==> config.mk <==
export PLATFORM = sky130hd
export DESIGN_NAME = seg7_scan_mux
export DESIGN_NICKNAME = d
export VERILOG_FILES = /design/src/rtl/seg7_pkg.sv /design/src/rtl/seg7_decode.sv /design/src/rtl/seg7_scan_mux.sv
export SDC_FILE = /design/constraint.sdc
export NUM_CORES = 1
export LEC_CHECK = 0
export ABC_AREA = 1
export CORE_MARGIN = 1.5
export CORE_UTILIZATION = 45
export DETAILED_ROUTE_END_ITERATION = 12
export GPL_TIMING_DRIVEN = 0
export PLACE_DENSITY = 0.76
export SLEW_MARGIN = 20
export SYNTH_ARGS = -nofsm -noshare
export SYNTH_HDL_FRONTEND = slang
export SYNTH_SLANG_ARGS = --single-unit
==> constraint.sdc <==
create_clock -name clk100M -period 3.7 [get_ports clk100M]
set_input_delay 1.11 -clock clk100M [delete_from_list [all_inputs] [get_ports clk100M]]
set_output_delay 1.11 -clock clk100M [all_outputs]
set_load 0.01 [all_outputs]
==> src/rtl/seg7_pkg.sv <==
// Shared types and constants for the eight-digit seven-segment scan driver.
// Segment patterns are {CA..CG}, active-low.
package seg7_pkg;

  localparam int DIGITS = 8;

  typedef enum logic {
    BLANK = 1'b0,
    SHOW  = 1'b1
  } state_e;

  localparam logic [6:0] SEG_0    = 7'b0000001;
  localparam logic [6:0] SEG_1    = 7'b1001111;
  localparam logic [6:0] SEG_2    = 7'b0010010;
  localparam logic [6:0] SEG_3    = 7'b0000110;
  localparam logic [6:0] SEG_4    = 7'b1001100;
  localparam logic [6:0] SEG_5    = 7'b0100100;
  localparam logic [6:0] SEG_6    = 7'b0100000;
  localparam logic [6:0] SEG_7    = 7'b0001111;
  localparam logic [6:0] SEG_8    = 7'b0000000;
  localparam logic [6:0] SEG_9    = 7'b0000100;
  localparam logic [6:0] SEG_DASH = 7'b1111110;
  localparam logic [6:0] SEG_OFF  = 7'b1111111;

endpackage

==> src/rtl/seg7_decode.sv <==
// BCD to active-low seven-segment pattern; codes 10-15 show a dash.
// Ports: bcd_i (4-bit code), seg_o ({CA..CG}, active-low).
module seg7_decode
  import seg7_pkg::*;
(
  input  logic [3:0] bcd_i,
  output logic [6:0] seg_o
);

  always_comb begin
    seg_o = SEG_DASH;
    unique case (bcd_i)
      4'd0:    seg_o = SEG_0;
      4'd1:    seg_o = SEG_1;
      4'd2:    seg_o = SEG_2;
      4'd3:    seg_o = SEG_3;
      4'd4:    seg_o = SEG_4;
      4'd5:    seg_o = SEG_5;
      4'd6:    seg_o = SEG_6;
      4'd7:    seg_o = SEG_7;
      4'd8:    seg_o = SEG_8;
      4'd9:    seg_o = SEG_9;
      default: seg_o = SEG_DASH;
    endcase
  end

endmodule

==> src/rtl/seg7_scan_mux.sv <==
// Eight-digit multiplexed 7-seg scan driver with per-frame input snapshot.
// Ports: clk100M, sys_rst_n (async, active-low), digits_in[31:0] packed BCD,
//   dp_in/en_in[7:0] per digit, CA..CG/DP active-low cathodes,
//   AN[7:0] active-low anodes, frame_start pulse on each new snapshot.
// Option: define SEG7_LZB_EN for leading-zero blanking.
module seg7_scan_mux
  import seg7_pkg::*;
#(
  parameter int REFRESH_DIV = 100000,
  parameter int BLANK_CYC   = 4
) (
  input  logic                clk100M,
  input  logic                sys_rst_n,
  input  logic [4*DIGITS-1:0] digits_in,
  input  logic [DIGITS-1:0]   dp_in,
  input  logic [DIGITS-1:0]   en_in,
  output logic                CA,
  output logic                CB,
  output logic                CC,
  output logic                CD,
  output logic                CE,
  output logic                CF,
  output logic                CG,
  output logic                DP,
  output logic [DIGITS-1:0]   AN,
  output logic                frame_start
);

  localparam int CNT_MAX =
    (REFRESH_DIV > BLANK_CYC) ? REFRESH_DIV : BLANK_CYC;
  localparam int CW = $clog2(CNT_MAX + 1);
  localparam logic [CW-1:0] SHOW_LD  = CW'(REFRESH_DIV - 1);
  localparam logic [CW-1:0] BLANK_LD = CW'(BLANK_CYC - 1);

  state_e              state_q, state_d;
  logic [CW-1:0]       cnt_q, cnt_d;
  logic [2:0]          idx_q, idx_d;
  logic [4*DIGITS-1:0] snap_dig_q, snap_dig_d;
  logic [DIGITS-1:0]   snap_dp_q, snap_dp_d;
  logic [DIGITS-1:0]   snap_en_q, snap_en_d;
  logic [DIGITS-1:0]   an_q, an_d;
  logic [6:0]          seg_q, seg_d;
  logic                dp_q, dp_d;
  logic                frame_start_q, frame_start_d;

  logic [DIGITS-1:0]   lzb_keep;
  logic [DIGITS-1:0]   vis;
  logic [3:0]          cur_bcd;
  logic [6:0]          cur_seg;

  // Counter holds (duration-1); the state ends on the cycle it reads 0.
  always_comb begin
    state_d       = state_q;
    cnt_d         = cnt_q - CW'(1);
    idx_d         = idx_q;
    snap_dig_d    = snap_dig_q;
    snap_dp_d     = snap_dp_q;
    snap_en_d     = snap_en_q;
    frame_start_d = 1'b0;
    if (cnt_q == '0) begin
      unique case (state_q)
        BLANK: begin
          state_d = SHOW;
          cnt_d   = SHOW_LD;
          idx_d   = idx_q + 3'd1;
          if (idx_q == 3'd7) begin
            snap_dig_d    = digits_in;
            snap_dp_d     = dp_in;
            snap_en_d     = en_in;
            frame_start_d = 1'b1;
          end
        end
        SHOW: begin
          state_d = BLANK;
          cnt_d   = BLANK_LD;
        end
        default: state_d = BLANK;
      endcase
    end
  end

`ifdef SEG7_LZB_EN
  // Snapshot only changes at frame start, so this mask is
  // effectively evaluated once per frame.
  always_comb begin
    logic lead;
    lzb_keep = '1;
    lead     = 1'b1;
    for (int i = DIGITS - 1; i >= 1; i--) begin
      if (lead && snap_dig_q[4*i +: 4] == 4'd0 && !snap_dp_q[i]) begin
        lzb_keep[i] = 1'b0;
      end else begin
        lead = 1'b0;
      end
    end
  end
`else
  assign lzb_keep = '1;
`endif

  assign vis     = snap_en_q & lzb_keep;
  assign cur_bcd = snap_dig_q[{idx_q, 2'b00} +: 4];

  seg7_decode u_dec (
    .bcd_i (cur_bcd),
    .seg_o (cur_seg)
  );

  always_comb begin
    an_d  = '1;
    seg_d = SEG_OFF;
    dp_d  = 1'b1;
    if (state_q == SHOW && vis[idx_q]) begin
      an_d[idx_q] = 1'b0;
      seg_d       = cur_seg;
      dp_d        = ~snap_dp_q[idx_q];
    end
  end

  always_ff @(posedge clk100M or negedge sys_rst_n) begin
    if (!sys_rst_n) begin
      state_q       <= BLANK;
      cnt_q         <= BLANK_LD;
      idx_q         <= 3'd7;
      snap_dig_q    <= '0;
      snap_dp_q     <= '0;
      snap_en_q     <= '0;
      an_q          <= '1;
      seg_q         <= SEG_OFF;
      dp_q          <= 1'b1;
      frame_start_q <= 1'b0;
    end else begin
      state_q       <= state_d;
      cnt_q         <= cnt_d;
      idx_q         <= idx_d;
      snap_dig_q    <= snap_dig_d;
      snap_dp_q     <= snap_dp_d;
      snap_en_q     <= snap_en_d;
      an_q          <= an_d;
      seg_q         <= seg_d;
      dp_q          <= dp_d;
      frame_start_q <= frame_start_d;
    end
  end

  assign {CA, CB, CC, CD, CE, CF, CG} = seg_q;
  assign DP          = dp_q;
  assign AN          = an_q;
  assign frame_start = frame_start_q;

endmodule

==> flow_results.org <==
** Floorplan
- The initial utilization of the core area, before any placement, comes to 0.463.
- The region available for standard cell placement spans between 9000 and 10000 um2.
- Horizontal extent of the die :: 100 um
- Number of rows in the core area :: 35
- Floorplan die height :: 100 um
- The die covers 10100 um2.
- During I/O placement, the number of pins put on the boundary was between 60 and 70.

** Synthesis
- The netlist uses 29 different library cells.
- Yosys mapped a number of flops with a built-in enable equal to 0.
- The cell area that synthesis handed to floorplanning was about 4300 um2.
- Number of cells produced by synthesis :: 540
- In the synthesized netlist the async set-or-reset flop fraction comes to 1.00.
- Warnings from Yosys :: 0
- The synthesized design contains 86 register bits.
- The number of nets handed over by synthesis was 600.
- Sequential element share of the synthesized area :: 0.511
- Dividing the synthesized area by the synthesized cell count gives around 7.9 um2.
- Top FF cell, synth :: dfrtp_1

** Power
- Power density of the placed cells :: 320 nW/um2
- The share of total power dissipated in combinational logic is 0.043.
- The share of total power dissipated in sequential elements is 0.555.
- Internal Dissipation :: 0.00132 W
- The worst-case IR drop observed on VDD is around 0.17 mV.
- Of the total power, the share spent switching nets is 0.219.
- Clock share of power :: 0.403
- Pleak :: 2.51 nW
- The analysis attributes to net switching a power of 0.000372 W.

** Drt
- Dividing the detail-routed wire length by the instance count gives around 13 um.
- For this block, the routed nets add up to around 9600 um of wire.
- ANT nets after route :: 0
- The first TritonRoute pass finished after 5 iterations.
- Routed via count :: around 3700
- After detailed routing, the number of vias per cell comes to about 5.1.
- For this run, design rule violations remaining after detail routing come to 0.
- 1st-iter DRT viols :: 165

** Clock network
- TritonCTS built the clock tree.
- Later-pin clock latency in the skew report :: 350 ps
- After clock tree synthesis, the setup repair step added 0 buffers.
- The number of gates resized after CTS was 0.
- The number of hold buffers added after CTS was 0.
- The clock drives 86 sinks.
- In this run, CTS created clock tree buffers numbering 9.
- Clock root buffer master :: clkbuf_8
- Clk pin slew, worst setup/hold paths :: 90 ps
- The clock tree synthesis step divided the H-tree into 3 levels.
- Maximum buffer depth of the clock tree :: 2

** GRT
- The number of global-route vias before repair came to 3536.
- In the global route stage, met3 resource usage came out at 0.0258.
- The first global-routing pass estimated 16100 um of wire.
- Entering global routing, the biggest net connects 52 pins.
- Total track usage :: 0.205
- Global routing finished with a remaining overflow of 0.
- Met1 routing resource usage after global routing :: 0.286
- For met2 alone, demand over resource in global routing was 0.321.
- The number of antenna violations at the first check in global routing was 0.
- After global routing, the most crowded layer is met2.

** Timing
- RSZ-0062 raised after global routing :: false
- Slew Limit Fails :: 0
- Final number of setup-violating endpoints :: 0
- Shortest period the worst path allows :: about 2600 ps
- Maximum achievable frequency :: about 390 MHz
- Of the available clock period, the critical path in the final layout requires 0.695.
- At the pin with the least slew margin, the transition time is 639 ps.
- Measured against its own limit, the worst slew margin works out to 0.574.
- The clock arrives with 10.3 ps of skew.
- The count of endpoints failing hold in the final timing report came to 0.
- After routing, the total negative slack on setup checks comes to 0 ps.

** Worst hold path
- Hold Path Origin :: cnt_q[0]
- Counting instances, the worst hold path has a depth of 1.
- The path with the worst hold slack has its endpoint at cnt_q[0].
- Worst hold path type :: reg -> reg

** Place
- Gp weighted congestion :: 0.846
- The number of placed instances, taps included, is slightly above 700.
- Estimated wirelength of the detail-placed design :: between 7000 and 8000 um
- Buffers placed on the I/O ports in this run total 66.

** Critical path
- STA puts the critical path data arrival time at ~2900 ps.
- The number of cells on the worst reg-to-reg path is 11.
- Element type at the critical path start :: register
- Required time of the critical path :: just under 4000 ps
- Register-to-register setup slack :: 1130 ps
- Maximum fanout encountered on the critical timing path :: 10
- By startpoint and endpoint, the worst setup path is classified as reg -> reg.
- The endpoint identified for the worst register-to-register timing path is seg_q[6].
- The most critical setup path has its startpoint at idx_q[0].
- Sort of element at the end of the critical path :: register
- In this run the critical register-to-register path is launched from idx_q[0].

** Finish
- Number of standard cells in the final layout excluding fillers :: approximately 730
- Antenna cell count :: 0
- Fraction of layout instances using a drive strength above 1 :: 0.106
- The net count of the finished layout is slightly below 700.
- Filler cell count in the final layout :: 846
- Synthesis-to-finish area growth :: 24.2%

** Run
- Number of violations of the max-capacitance limit :: 0

** Run status
- Outcome :: finished, final reports clean
cell usage after synthesis, drive strengths merged, types with 2 or more instances:
master | count | share of area
a21oi | 9 | 0.011
buf | 15 | 0.023
clkbuf | 8 | 0.0070
dfrtp | 65 | 0.38
dfstp | 21 | 0.13
ha | 10 | 0.029
inv | 49 | 0.043
nand2 | 196 | 0.17
nand3 | 77 | 0.090
nand4 | 6 | 0.0088
nor2 | 47 | 0.047
nor3 | 12 | 0.014
o21ai | 8 | 0.0094
or2 | 2 | 0.0029
xnor2 | 7 | 0.014
xor2 | 2 | 0.0041
critical path, cell delays in order, from the launching register on:
cell and delay [ps]:
dfstp_2 590, inv_2 70, clkbuf_1 300, o21ai_0 480, nand2_1 100, nor2_1 330, inv_1 130, ha_1 230
inv_1 50, nand2_1 70, nand3_1 110, nand2_1 60
power groups by stage:
stage | logic (W) | registers, W | clock network (W)
3_3_place_gp | 0.0000705 | 0.000958 | 0
6_report | 0.0000726 | 0.000940 | 0.000682
5_1_grt | 0.0000796 | 0.000940 | 0.000728
4_1_cts | 0.0000745 | 0.000940 | 0.000691
2_1_floorplan | 0.00000000764 | 0.000958 | 0
3_5_place_dp | 0.0000743 | 0.000958 | 0
final cells by class:
cell class | count | area [um2] | share of cell area
plain buffers | 23 | 126 | 0.0239
clock buffers | 10 | 138 | 0.0260
repair buffers | 67 | 686 | 0.130
multi-input cells | 382 | 1770 | 0.335
clock inverters | 6 | 68.8 | 0.0130
inverters | 49 | 184 | 0.0348
flip-flops and latches | 86 | 2180 | 0.412
well taps | 111 | 139 | 0.0262
cells in the final DEF, fill, tap and decap left out:
master / synthesis / layout
a21oi_1: 8 / 8
a21oi_2: 1 / 1
a31oi_1: 1 / 1
and3_1: 1 / 1
buf_16: 0 / 1
buf_2: 11 / 11
buf_4: 1 / 2
buf_6: 3 / 3
bufinv_16: 0 / 1
clkbuf_1: 8 / 8
clkbuf_8: 0 / 10
clkdlybuf4s50_1: 0 / 65
clkinv_2: 0 / 1
clkinv_4: 0 / 1
clkinvlp_4: 0 / 1
dfrtp_1: 65 / 65
dfstp_2: 21 / 21
ha_1: 10 / 10
inv_1: 48 / 48
inv_2: 1 / 1
inv_6: 0 / 2
nand2_1: 194 / 194
nand2_2: 2 / 2
nand3_1: 77 / 77
nand4_1: 6 / 6
nor2_1: 41 / 41
nor2_2: 4 / 4
nor2_4: 2 / 2
nor3_1: 12 / 12
nor3b_1: 1 / 1
o211ai_1: 1 / 1
o21ai_0: 8 / 8
o22ai_1: 1 / 1
o31ai_1: 1 / 1
or2_2: 2 / 2
xnor2_1: 7 / 7
xor2_1: 2 / 2
layer usage:
layer	routed length [um]	vias up
li1	-	1860
met1	4480	1729
met2	4470	116
met3	480	15
met4	199	0
met5	0	-
flip-flops by register name, summed over array words and instances (netlist names), 3 cells and up:
| signal | cells |
|---|---|
| snap_en_q | 8 |
| snap_dig_q | 32 |
| AN | 8 |
| idx_q | 3 |
| snap_dp_q | 8 |
| seg_q | 7 |
| cnt_q | 17 |
cell families (layout without fill, tap and decap cells):
| logic type | after synthesis | in the layout | synth area share |
|---|---|---|---|
| compound gates | 21 | 21 | 0.0273 |
| simple gates | 342 | 342 | 0.341 |
| xor+xnor | 9 | 9 | 0.0185 |
| fa+ha+maj | 10 | 10 | 0.0294 |
| buf+inv | 72 | 155 | 0.0728 |
| flops | 86 | 86 | 0.511 |
metrics by stage:
stage	instance area [um2]	worst slack [ps]	hold slack, ps	utilization	total power (W)
after global routing	5290	1000	480	0.575	0.00175
after global placement	5060	-1420	439	0.550	0.00103
after detailed placement	5080	1220	443	0.553	0.00103
final	5290	1130	468	0.575	0.00170
after floorplan	4260	1790	429	-	0.000958
after CTS	5290	1170	465	0.575	0.00171
worst max path at each step:
stage,end,slack [ps]
floorplan,seg_q[1],1790
global placement,snap_dig_q[20],-1420
detailed placement,seg_q[6],1220
CTS,AN[2],1170
global route,seg_q[1],1000
finish,seg_q[6],1130
No activity file was read; power rests on OpenSTA's default activity.
